===== src/rtl/alu_mul_sequencer.sv =====
// Shift-and-add multiply sequencer that owns the shared ALU input mux.
// When idle it passes the pipeline's ALU op straight through; while multiplying it stalls the pipeline.
module alu_mul_sequencer #(
    parameter logic [3:0] ADD_OP     = 4'd0,
    parameter bit         EARLY_TERM = 1'b1
) (
    input  logic        clk,
    input  logic        rst_n,
    input  logic        req_valid,
    output logic        req_ready,
    input  logic [31:0] req_a,
    input  logic [31:0] req_b,
    input  logic        flush,
    output logic        resp_valid,
    output logic [31:0] resp_result,
    input  logic [3:0]  pipe_op,
    input  logic [31:0] pipe_a,
    input  logic [31:0] pipe_b,
    output logic        pipe_stall,
    output logic [3:0]  alu_op,
    output logic [31:0] alu_a,
    output logic [31:0] alu_b,
    input  logic [31:0] alu_out
);

    typedef enum logic [1:0] {
        ST_IDLE = 2'd0,
        ST_RUN  = 2'd1,
        ST_DONE = 2'd2
    } state_e;

    state_e      state_q, state_d;
    logic [31:0] acc_q, acc_d;
    logic [31:0] mcand_q, mcand_d;
    logic [31:0] mplier_q, mplier_d;
    logic [5:0]  cnt_q, cnt_d;
    logic        resp_valid_q, resp_valid_d;
    logic [31:0] resp_result_q, resp_result_d;

    // State and datapath registers.
    always_ff @(posedge clk or negedge rst_n) begin
        if (!rst_n) begin
            state_q       <= ST_IDLE;
            acc_q         <= 32'd0;
            mcand_q       <= 32'd0;
            mplier_q      <= 32'd0;
            cnt_q         <= 6'd0;
            resp_valid_q  <= 1'b0;
            resp_result_q <= 32'd0;
        end else begin
            state_q       <= state_d;
            acc_q         <= acc_d;
            mcand_q       <= mcand_d;
            mplier_q      <= mplier_d;
            cnt_q         <= cnt_d;
            resp_valid_q  <= resp_valid_d;
            resp_result_q <= resp_result_d;
        end
    end

    // ALU mux and pipeline handshake; kept apart from next-state logic so alu_out never loops back here.
    always_comb begin
        alu_op     = pipe_op;
        alu_a      = pipe_a;
        alu_b      = pipe_b;
        pipe_stall = 1'b0;
        req_ready  = 1'b0;
        case (state_q)
            ST_IDLE: begin
                req_ready = !flush;
            end
            ST_RUN: begin
                alu_op     = ADD_OP;
                alu_a      = acc_q;
                alu_b      = mcand_q;
                pipe_stall = 1'b1;
            end
            ST_DONE: begin
                req_ready = 1'b0;
            end
            default: begin
                req_ready = 1'b0;
            end
        endcase
    end

    // Next-state and iteration logic; flush overrides every transition.
    always_comb begin
        state_d       = state_q;
        acc_d         = acc_q;
        mcand_d       = mcand_q;
        mplier_d      = mplier_q;
        cnt_d         = cnt_q;
        resp_valid_d  = 1'b0;
        resp_result_d = resp_result_q;
        case (state_q)
            ST_IDLE: begin
                if (req_valid && !flush) begin
                    mcand_d  = req_a;
                    mplier_d = req_b;
                    acc_d    = 32'd0;
                    cnt_d    = 6'd0;
                    if (EARLY_TERM && ((req_a == 32'd0) || (req_b == 32'd0))) begin
                        state_d       = ST_DONE;
                        resp_valid_d  = 1'b1;
                        resp_result_d = 32'd0;
                    end else begin
                        state_d = ST_RUN;
                    end
                end else begin
                    state_d = ST_IDLE;
                end
            end
            ST_RUN: begin
                if (mplier_q[0]) begin
                    acc_d = alu_out;
                end else begin
                    acc_d = acc_q;
                end
                mcand_d  = {mcand_q[30:0], 1'b0};
                mplier_d = {1'b0, mplier_q[31:1]};
                cnt_d    = cnt_q + 6'd1;
                if (flush) begin
                    state_d = ST_IDLE;
                end else if ((cnt_q == 6'd31) || (EARLY_TERM && (mplier_q[31:1] == 31'd0))) begin
                    // acc_d already includes this cycle's partial product.
                    state_d       = ST_DONE;
                    resp_valid_d  = 1'b1;
                    resp_result_d = acc_d;
                end else begin
                    state_d = ST_RUN;
                end
            end
            ST_DONE: begin
                state_d = ST_IDLE;
            end
            default: begin
                state_d = ST_IDLE;
            end
        endcase
    end

    // A flush in the response cycle suppresses the pulse.
    assign resp_valid  = resp_valid_q && !flush;
    assign resp_result = resp_result_q;

endmodule


===== config.mk =====
export PLATFORM = sky130hd
export DESIGN_NAME = alu_mul_sequencer
export DESIGN_NICKNAME = d
export VERILOG_FILES = /design/src/rtl/alu_mul_sequencer.sv
export SDC_FILE = /design/constraint.sdc
export NUM_CORES = 1
export LEC_CHECK = 0
export BUFFER_PORTS_ARGS = -buffer_cell sky130_fd_sc_hd__buf_4
export CORE_ASPECT_RATIO = 0.8
export CORE_MARGIN = 3
export CORE_UTILIZATION = 45
export CTS_CLUSTER_SIZE = 20
export DETAILED_ROUTE_END_ITERATION = 10
export GPL_ROUTABILITY_DRIVEN = 0
export PLACE_DENSITY = 0.89
export RECOVER_POWER = 100
export SLEW_MARGIN = 20
export SYNTH_ARGS = -nofsm -noshare
export SYNTH_HDL_FRONTEND = slang
export SYNTH_SLANG_ARGS = --single-unit

===== constraint.sdc =====
create_clock -name clk -period 1.85 [get_ports clk]
set_clock_uncertainty 0.2 [all_clocks]
set_input_delay 0.2775 -clock clk [delete_from_list [all_inputs] [get_ports clk]]
set_output_delay 0.2775 -clock clk [all_outputs]
set_load 0.01 [all_outputs]

== Word-level counts from Yosys, hierarchy flattened ==
Index checks and enable logic that the tools add are counted.

* Register bits: 137
* Bits of input ports: 168
* Output and inout port bits: 103
* Logic and storage cells: 55

* Add/subtract/negate cells: 1
* Equal/unequal tests: 6
* Multiplexer cells: 29
* Reductions and logical operators: 12

{| class="wikitable"
|+ Operators with widths
! kind !! number
|-
| $mux 32 || 10
|-
| $pmux 32 s2 || 4
|-
| $logic_not 32->1 || 2
|-
| $logic_not 31->1 || 1
|-
| $pmux 6 s2 || 1
|-
| $mux 2 || 4
|-
| $ne 2x2->1 const B || 4
|-
| $add 6x1->6 const B || 1
|-
| $eq 6x5->1 const B || 1
|-
| $mux 1 || 6
|-
| $mux 6 || 1
|-
| $reduce_and 5->1 || 1
|-
| $mux 4 || 1
|-
| $pmux 2 s2 || 1
|-
| $eq 2x1->1 const B || 1
|-
| $logic_and 1x1->1 || 2
|-
| $logic_not 2->1 || 1
|-
| $logic_or 1x1->1 || 2
|-
| $pmux 1 s2 || 1
|-
| $reduce_and 2->1 || 1
|-
| $reduce_bool 2->1 || 1
|-
| $logic_not 1->1 || 1
|}

== Longest topological paths before layout ==
Gate-level depths: netlist of run 1.

* Depth after elaboration: 5
* Depth in mapped cells: 7

== Least setup slack after synthesis of run 1 ==
OpenSTA, ideal clock, no wires.

* Path type: register to output
* Start: register, netlist name resp_valid_q
* End: output alu_a[22]
* Arrival time: 1.543 ns
* Required time: 1.372 ns
* Slack: -0.171 ns
* Stages on the path, launching flop included: 8
* Buffers on the path: 3
* Cell sequence: dfrtp_1 nand2b_1 buf_2 inv_2 clkbuf_1 clkbuf_1 nand2_1 nand2_1

{| class="wikitable"
|+ RTL lines
! what !! line !! text
|-
| end: declaration || 21 || <nowiki>output logic [31:0] alu_a,</nowiki>
|}

== Worst setup path in the final report of run 1 ==
* Start: register mplier_q[2]
* End: register resp_result_q[24], in the netlist resp_result[24]

* Word-level cells in the longest chain between the ends: 4

{| class="wikitable"
|+ RTL lines
! what !! line !! text
|-
| start: declaration || 35 || <nowiki>logic [31:0] mplier_q, mplier_d;</nowiki>
|-
| start signal: assignment || 54 || <nowiki>mplier_q <= mplier_d;</nowiki>
|-
| $logic_not 31->1 || 125 || <nowiki>end else if ((cnt_q == 6'd31) || (EARLY_TERM && (mplier_q[31:1] == 31'd0))) begin</nowiki>
|-
| $logic_or 1x1->1 || 125 ||
|-
| $ne 2x2->1 (no source line) || n/a ||
|-
| $reduce_and 5->1 (no source line) || n/a ||
|-
| end signal: assignment || 57 || <nowiki>resp_result_q <= resp_result_d;</nowiki>
|-
| end: declaration || 38 || <nowiki>logic [31:0] resp_result_q, resp_result_d;</nowiki>
|}

No other way between the ends.
A chain may end at the register's enable or synchronous reset.

==> metrics, run 1 <==
logic gate share of total power 0.336; vias per std cell approximately 5.4; Initial DRT Pass Iterations 7; max-cap violations 0; CTS Root Cell clkbuf_16; final period utilization 1.17; LEAKAGE around 6.3 nW; Hold WC Path Type in2reg; Setup violations, final 157; Max Buffers Root-to-Sink 2; final WL 25.7 mm; Buf/Inv on CP 1; crit end category flip-flop; Post-Syn Area 0.00700 sq mm; hold path start req_b[22]; Layout fillers 960; Starting Density 0.463; layout cells sized above 1 0.426; internal power 0.00798 W; Sw Pwr 0.00386 W; post-synthesis register bit count between 100 and 150; crit path max fanout 26; area of the core 0.0151 sq mm; Synth Warn # 0; fin crit period 2.16 ns; Yosys cell types 32; CP max stage cell dfrtp_1; final setup TNS -26.81 ns; largest net degree at the start of global routing 55; Pins Over Slew Limit 0; PortBufs between 200 and 300; crit-path leading delay family simple AND/OR/NAND/NOR gates; Die Y approximately 120 microns; TritonCTS clock tree built; Tot GR Track Use 0.274; diodes inserted 0; syn_nets 901; Post-Synthesis Cells 732; maximum vdd drop about 0.00074 V; worst path cell trace nor4_2 -> nand4_1 -> o22ai_2 -> a22oi_2 -> buf_12 -> mux2_4; Mapped Avg Cell Area 9.56 sq um; final worst slack -0.310 ns; violated checks negative setup slack; fmax 463 MHz; Setup CP Type reg2reg; via count about 7,300; Clock Power Share 0.299; final net count 1,305; PwrDens 1030 mW/mm^2; R2R Path End resp_result[24]; die area 0.0171 sq mm; Num CTS Buffers 17; Clock Latency Late Sink 0.43 ns; switching share of total power 0.326; WP data required 1.95 ns; detailed placer's ending HPWL 15.6 mm; P&R area growth vs syn 64.3%; DR WL/cell 18.9 microns; Die W 145 microns; clk sinks between 100 and 150; WHS Endpoint mplier_q[22]; worst rel slew slack 0.216; cell row count 40; remaining antenna violation count 0; DRC violation total after the first TritonRoute iteration approximately 440; nature of the critical path startpoint flip-flop; Register Area 0.00340 sq mm; Residual DRC 0; clk slew on worst S/H paths 0.06 ns; final hold vios 0; Reg2Reg Depth 6; sequential cell area fraction in the yosys report 0.486; pre-CTS WS -0.624 ns; Critical Path Max Stage Delay about 0.4 ns; worst slew pin tran about 1.2 ns; status finished with violations; total power approximately 0.012 W; global-route wire length before repair 37.9 mm; gr ovfl total 0; Reg2Reg Launch Point mplier_q[2]; Sequential Power Share 0.365; Hold Crit Depth 3; vias in the first global route 7,427; Worst R2R Setup Slack -0.31 ns; Multi-input gate area 0.00361 sq mm; RSZ-0062 raised after global routing yes; Arr. time, crit path 2.26 ns; H-Tree Level Count 4; initial antenna violation count 0; IO Count roughly 270
## area by class of cell
| cell class | count | share of cell area |
|---|---|---|
| clock buffer | 19 | 0.0385 |
| sequential | 136 | 0.296 |
| clock inverter | 13 | 0.0146 |
| inverter | 2 | 0.00174 |
| multi-input combinational | 548 | 0.314 |
| timing repair buffer | 431 | 0.312 |
| tap | 210 | 0.0228 |
## routing by layer
metal / GRT usage / wire length [microns]
met1: 0.337 / 10400
met2: 0.461 / 12800
met3: 0.0747 / 1910
met4: 0.107 / 654
met5: 0 / 0
## sequential cells by signal, indices dropped and copies added (netlist names)
signal	count
state_q	1
acc_q	32
mcand_q	32
resp_result	32
mplier_q	32
resp_valid_q	1
cnt_q	6
## synthesized netlist by cell type (all sizes together)
cell type | n | share of area
nand2 | 233 | 0.12
dfrtp | 136 | 0.49
mux2i | 94 | 0.13
o21ai | 68 | 0.049
nor2 | 36 | 0.019
a21o | 32 | 0.034
mux2 | 32 | 0.067
buf | 24 | 0.021
clkbuf | 23 | 0.012
nor4 | 23 | 0.021
nand4 | 7 | 0.0063
and2 | 6 | 0.0054
inv | 2 | 0.0011
nand2b | 2 | 0.0018
nor3 | 2 | 0.0021
o22ai | 2 | 0.0027
xor2 | 2 | 0.0025
a21oi | 1 | 0.00071
a22oi | 1 | 0.0018
ha | 1 | 0.0018
nand3 | 1 | 0.00071
nor2b | 1 | 0.00089
o31ai | 1 | 0.0011
o32ai | 1 | 0.0013
or3 | 1 | 0.00089
## per-stage QoR
step	std cells	utilization	hold slack (ns)	cell area [sq um]
2_1_floorplan	732	-	-0.218	7010
3_3_place_gp	1262	0.656	0.0303	9920
5_1_grt	1359	0.761	-0.00434	11500
6_report	1359	0.761	0.00479	11500
4_1_cts	1338	0.744	0.00193	11200
3_5_place_dp	1262	0.656	0.0381	9920
## cell usage in the layout (no fill, tap or decap), types with 21 or more instances in the layout
cell type / synthesis / routed
nand2_2: 0 / 26
buf_4: 0 / 321
dlygate4sd3_1: 0 / 31
clkbuf_16: 0 / 21
a21o_1: 32 / 32
clkbuf_1: 23 / 33
mux2_4: 29 / 29
nand2_1: 233 / 198
dfrtp_1: 136 / 135
o21ai_0: 68 / 38
nor2_1: 36 / 35
o21ai_1: 0 / 29
mux2i_1: 94 / 91
## tightest hold or removal path: stages
cell and delay (ns):
buf_4 0.08, mux2i_1 0.07, o21ai_1 0.15
## how the worst max path moves through the flow
stage / start / endpoint / slack, ns / depth (start not counted)
global route: mplier_q[2] / resp_result[23] / -0.38 / 6
finish: mplier_q[2] / resp_result[24] / -0.31 / 6
global placement: req_a[22] / resp_result[30] / -0.59 / 9
CTS: resp_valid_q / alu_b[0] / -0.28 / 6
floorplan: cnt_q[0] / resp_result[10] / -0.06 / 6
detailed placement: req_a[4] / resp_result[24] / -0.62 / 9
## kinds of logic (layout without fill, tap and decap cells)
family / count (synthesis) / count (layout) / synth area share
buf+inv: 49 / 465 / 0.0345
flops: 136 / 136 / 0.486
xor+xnor: 2 / 2 / 0.00250
compound gates: 106 / 106 / 0.0905
mux: 126 / 126 / 0.202
simple gates: 312 / 313 / 0.183
fa+ha+maj: 1 / 1 / 0.00179
## power groups by stage
stage	Sequential [W]	Clock [W]	Combinational (W)
final	0.00432	0.00354	0.00398
after global placement	0.00420	0	0.00322
after floorplan	0.00414	0	0.00174
after global routing	0.00439	0.00373	0.00430
after detailed placement	0.00423	0	0.00334
after CTS	0.00426	0.00359	0.00369
## timing repair
action	in CTS	in global routing
hold endpoints to repair	162	4
hold buffers	27	4
buffers inserted	11	13
setup endpoints to repair	158	160
resized for setup	52	72
pin swaps	10	10
gates cloned	6	7
(Power assumes the default switching activity.)
==> run 2, diff against run 1 <==
--- a/config.mk
+++ b/config.mk
@@ -12,6 +12,7 @@
 export CTS_CLUSTER_SIZE = 20
 export DETAILED_ROUTE_END_ITERATION = 10
 export GPL_ROUTABILITY_DRIVEN = 0
+export MAX_ROUTING_LAYER = met4
 export PLACE_DENSITY = 0.89
 export RECOVER_POWER = 100
 export SLEW_MARGIN = 20
==> run 2 against run 1 <==
Compared with the run above: the run ends with negative hold slack, negative setup slack left; utilization fell by 1.7 points; via count fell by 2.9%; flip-flop and latch count unchanged; count of clock-buffer cells in the layout unchanged; worst hold slack worse by 0.0048 ns; combinational power shrank 3%; register-to-register slack better by 0.05 ns; critical path depth shrank 1; die area stayed put.
==> metrics, run 2 (synthesis gave the netlist of run 1 again) <==
Die Y 118 microns (unchanged); Tot GR Track Use 0.282 (+0.00838); fmax 471 MHz (+1.8%); PwrDens 1040 mW/mm^2 (+0.96%); Sequential Power Share 0.369 (+0.004); Arr. time, crit path 1.64 ns (-0.62 ns); Setup crit end alu_a[22]; P&R area growth vs syn 60.7%; logic gate share of total power 0.330 (-0.006); via count 7,087 (-2.9%); Worst Hold Margin -0.0000111 ns (-0.00480 ns); violated checks negative hold slack, negative setup slack; Clock Power Share 0.301 (+0.002); Worst R2R Setup Slack -0.26 ns (+0.05 ns); Hold WC Path Type in2reg; DRC violation total after the first TritonRoute iteration 369 (-16%); Pins Over Slew Limit 0 (unchanged); final worst slack -0.272 ns (+0.0375 ns); Setup CP Type reg2out; CP Depth 5 (-1); area of the core 0.0151 sq mm (unchanged); internal power 0.00791 W (-0.92%); max-cap violations 0 (unchanged); worst slew pin tran 1.17 ns (-0.0103 ns); crit end category output pin; fin crit period 2.12 ns (-0.0375 ns); vias in the first global route 7,412 (-0.20%); switching share of total power 0.323 (-0.00253); Residual DRC 0 (unchanged); global-route wire length before repair 37.9 mm (+0.16%); post-layout util 0.744 (-0.0170); Reg2Reg Launch Point mplier_q[2]; layout cells sized above 1 0.420 (-0.00619); remaining antenna violation count 0 (unchanged); CTS Root Cell clkbuf_16; most common cell after layout, fill and taps aside buf_4; vias per std cell 5.27 (-1.9%); Die W 145 microns (unchanged); Reg2Reg Depth 6 (unchanged); Initial DRT Pass Iterations 5 (-2); final period utilization 1.15 (-0.0203); status finished with violations; WP data required 1.37 ns (-0.58 ns); hold path start req_a[19]; clk sinks 136 (unchanged); maximum vdd drop 0.000715 V (-2.9%); Sw Pwr 0.00378 W (-2.1%); final WL 24.4 mm (-5.1%); R2R Path End resp_result[24]; IO Count 271 (unchanged); LEAKAGE 6.14 nW (-1.9%); Starting Density 0.463 (unchanged); Max Buffers Root-to-Sink 2 (unchanged); Buf/Inv on CP 2 (+1); final setup TNS -28.72 ns (-1.90 ns); detailed placer's ending HPWL 15.6 mm (unchanged); worst path cell trace nand2b_4 -> buf_12 -> nand2_1 -> nand2_4 -> buf_6; Num CTS Buffers 17 (unchanged); total power 0.0117 W (-1.3%); CP max stage cell dfrtp_1; nature of the critical path startpoint flip-flop; crit-path leading delay family simple AND/OR/NAND/NOR gates; Critical Path Max Stage Delay 0.37 ns (-0.04 ns); commonest non-fill, non-tap cells in the layout buf_4 (320), nand2_1 (195), dfrtp_1 (135), mux2i_1 (94), o21ai_0 (36); cell row count 40 (unchanged); final hold vios 1 (+1); Clock Latency Late Sink 0.42 ns (about the same); RSZ-0062 raised after global routing yes; crit path max fanout 54 (+110%); pre-CTS WS -0.624 ns (unchanged); die area 0.0171 sq mm (unchanged); largest net degree at the start of global routing 55 (unchanged); area post-placement 0.00992 sq mm (unchanged); Setup violations, final 170 (+8.3%); TritonCTS clock tree built; final net count 1,291 (-1.1%); initial antenna violation count 0 (unchanged); H-Tree Level Count 4 (unchanged); Design Area, Final 0.0112 sq mm (-2.2%); gr ovfl total 0 (unchanged); worst setup path startpoint resp_valid_q; clk slew on worst S/H paths 0.06 ns (about the same); DR WL/cell 18.1 microns (-4.1%); worst rel slew slack 0.223 (+0.00689); diodes inserted 0 (unchanged); PortBufs 270 (unchanged)
[run 2: worst min path at each step]
| stage | endpoint | cells past startpoint |
|---|---|---|
| after floorplan | acc_q[0] | 0 |
| after global placement | mplier_q[9] | 1 |
| after detailed placement | mplier_q[9] | 1 |
| after CTS | mcand_q[24] | 3 |
| after global routing | mcand_q[19] | 3 |
| final | mcand_q[19] | 3 |
[run 2: through the flow]
step / cells / hold WS, ns
floorplan: 732 / -0.218
global placement: 1262 / 0.0303
detailed placement: 1262 / 0.0381
CTS: 1338 / 0.00193
global route: 1345 / 0.0156
finish: 1345 / -0.0000111
[run 2: power groups by stage]
stage               Combinational (W)  Clock [W]  Sequential, W
detailed placement            0.00334          0        0.00423
global placement              0.00322          0        0.00420
CTS                           0.00369    0.00359        0.00426
finish                        0.00385    0.00352        0.00431
floorplan                     0.00174          0        0.00414
global route                  0.00419    0.00372        0.00439
[run 2: layout make-up]
class / count / area (sq um)
clock inverter: 13 / 168
clock buffer: 19 / 443
timing repair buffer: 417 / 3360
fill: 993 / 3870
multi-input combinational: 548 / 3580
sequential: 136 / 3400
tap: 210 / 263
inverter: 2 / 20.0
[run 2: timing repair]
action / 4_1_cts / 5_1_grt
setup buffers: 11 / 6
setup endpoints to repair: 158 / 160
gates cloned: 6 / 0
gates resized for setup: 52 / 67
hold buffers: 27 / 2
endpoints found under the hold margin: 162 / 2
pin swaps: 10 / 4
[run 2: worst min-delay path, delay by kind of cell]
family / cells / cell delay, ns
buf+inv: 1 / 0.08
compound gates: 1 / 0.15
mux: 1 / 0.06
[run 2: layer usage]
metal | global-route usage | wire length, microns | vias up
met5 | - | 0 | -
met4 | 0.107 | 692 | 0
met3 | 0.0681 | 1740 | 60
met2 | 0.460 | 12300 | 341
met1 | 0.344 | 9660 | 3406
li1 | - | - | 3280
==> run 3, diff against run 2 <==
--- a/config.mk
+++ b/config.mk
@@ -19,3 +19,4 @@
 export SYNTH_ARGS = -nofsm -noshare
 export SYNTH_HDL_FRONTEND = slang
 export SYNTH_SLANG_ARGS = --single-unit
+export TNS_END_PERCENT = 30
==> run 3 against run 2 <==
Compared with the run above: the run ends with negative setup slack left; register-to-register slack is essentially flat; total power shrank 3.1%; flip-flop and latch count is the same; critical path type unchanged; largest cell class unchanged.
==> metrics, run 3 (synthesis gave the netlist of run 1 again) <==
status finished with violations; violated checks negative setup slack; Starting Density 0.463 (unchanged); final WL 23.8 mm (-2.4%); Num CTS Buffers 17 (unchanged); Setup violations, final 125 (-26%); WP data required 1.37 ns (about the same); global-route wire length before repair 36.4 mm (-3.9%); final period utilization 1.17 (+0.0186); max-cap violations 0 (unchanged); worst rel slew slack 0.322 (+0.0995); CP max stage cell dfrtp_1; Clock Latency Late Sink 0.41 ns (about the same); Hold Crit Depth 3 (unchanged); clk sinks 136 (unchanged); vias per std cell 5.24 (-0.53%); vias in the first global route 7,269 (-1.9%); Die Y 118 microns (unchanged); post-layout util 0.738 (-0.00588); total power 0.0113 W (-3.1%); CP Depth 6 (+1); largest net degree at the start of global routing 66 (+20%); Initial DRT Pass Iterations 6 (+1); Arr. time, crit path 1.68 ns (+0.04 ns); fmax 464 MHz (-1.6%); nature of the critical path startpoint flip-flop; worst slew pin tran 1.02 ns (-0.149 ns); P&R area growth vs syn 59.4%; area of the core 0.0151 sq mm (unchanged); LEAKAGE 6.02 nW (-1.9%); Design Area, Final 0.0112 sq mm (-0.79%); remaining antenna violation count 0 (unchanged); crit end category output pin; final worst slack -0.307 ns (-0.0344 ns); layout cells sized above 1 0.425 (+0.00500); DR WL/cell 17.9 microns (-1.6%); crit-path leading delay family buffers and inverters; commonest non-fill, non-tap cells in the layout buf_4 (306), nand2_1 (181), dfrtp_1 (134), mux2i_1 (92), nand2_2 (51); die area 0.0171 sq mm (unchanged); maximum vdd drop 0.000737 V (+3.0%); final net count 1,281 (-0.77%); PwrDens 1010 mW/mm^2 (-2.4%); detailed placer's ending HPWL 15.7 mm (+0.55%); IO Count 271 (unchanged); pre-CTS WS -0.598 ns (+0.0260 ns); Max Buffers Root-to-Sink 2 (unchanged); CTS Root Cell clkbuf_16; clk slew on worst S/H paths 0.06 ns (about the same); diodes inserted 0 (unchanged); gr ovfl total 0 (unchanged); via count 6,992 (-1.3%); Die W 145 microns (unchanged); most common cell after layout, fill and taps aside buf_4; fin crit period 2.16 ns (+0.0344 ns); area post-placement 0.00992 sq mm (about the same); Buf/Inv on CP 3 (+1); H-Tree Level Count 4 (unchanged); Residual DRC 0 (unchanged); Reg2Reg Depth 6 (unchanged); Critical Path Max Stage Delay 0.38 ns (about the same); PortBufs 270 (unchanged); Hold WC Path Type in2reg; final setup TNS -24.02 ns (+4.69 ns); TritonCTS clock tree built; DRC violation total after the first TritonRoute iteration 427 (+16%); Tot GR Track Use 0.270 (-0.0121); Layout fillers 1,053 (+6.0%); initial antenna violation count 0 (unchanged); RSZ-0062 raised after global routing yes; Pins Over Slew Limit 0 (unchanged); worst path cell trace nand2b_4 -> buf_4 -> clkbuf_16 -> nand2_1 -> nand2_1 -> buf_4; final hold vios 0 (-1); crit path max fanout 32 (-41%); Setup CP Type reg2out; cell row count 40 (unchanged)
run 3: cell count changes in the layout (fill, tap and decap cells not counted), sizes merged:
cell and change:
buf -11, clkbuf +8, inv -4, bufinv -2, clkinv -2, bufbuf -1
clkinvlp +1, dlygate4sd3 +1, nor2 -1
run 3: final cells by class:
type	count	area (sq um)	share of cell area
repair buffers	408	3340	0.300
inverters	2	20.0	0.00179
clock buffers	25	495	0.0444
multi-input cells	547	3560	0.319
flip-flops and latches	136	3410	0.305
clock inverters	6	66.3	0.00594
well taps	210	263	0.0236
run 3: worst reg2reg max path, delay by kind of cell (launching register included):
family | cells | cell delay, ns
AOI/OAI and AO/OA | 2 | 0.36
buffers and inverters | 1 | 0.19
muxes | 1 | 0.37
and+or+nand+nor | 2 | 0.44
DFF | 1 | 0.44
run 3: repair_timing:
item                                    4_1_cts  5_1_grt
hold endpoints to repair                    162        3
hold buffers                                 27        3
cloned                                        4        4
gates resized for setup                      15       96
endpoints found under the setup margin      101      120
pin swaps                                     0        6
setup buffers                                 4        4
run 3: layer usage:
layer	track usage	vias up	routed length, microns
li1	-	3267	-
met1	0.332	3411	9930
met2	0.460	280	12100
met3	0.0585	34	1420
met4	0.0647	0	351
met5	-	-	0
run 3: worst paths after layout:
path	start	end	slack (ns)
setup / recovery	resp_valid_q	alu_a[20]	-0.31
hold / removal	req_a[14]	mcand_q[14]	0.02
setup reg to reg	mplier_q[8]	resp_result[19]	-0.27
hold reg to reg	acc_q[14]	acc_q[14]	0.31
max in group asynchronous	rst_n	resp_valid_q	0.18
min in group asynchronous	rst_n	mplier_q[9]	0.37
run 3: through the flow:
step / cells / hold WS (ns)
after global placement: 1258 / 0.0173
after floorplan: 732 / -0.218
after CTS: 1324 / 0.000171
after detailed placement: 1258 / 0.0224
final: 1334 / 0.0207
after global routing: 1334 / 0.0286
run 3: power breakdown:
| group | leakage [nW] | switching, W | total [W] | internal [W] |
|---|---|---|---|---|
| registers | 1.77 | 0.000593 | 0.00431 | 0.00371 |
| logic | 3.98 | 0.00177 | 0.00379 | 0.00202 |
| clock network | 0.266 | 0.00124 | 0.00322 | 0.00199 |
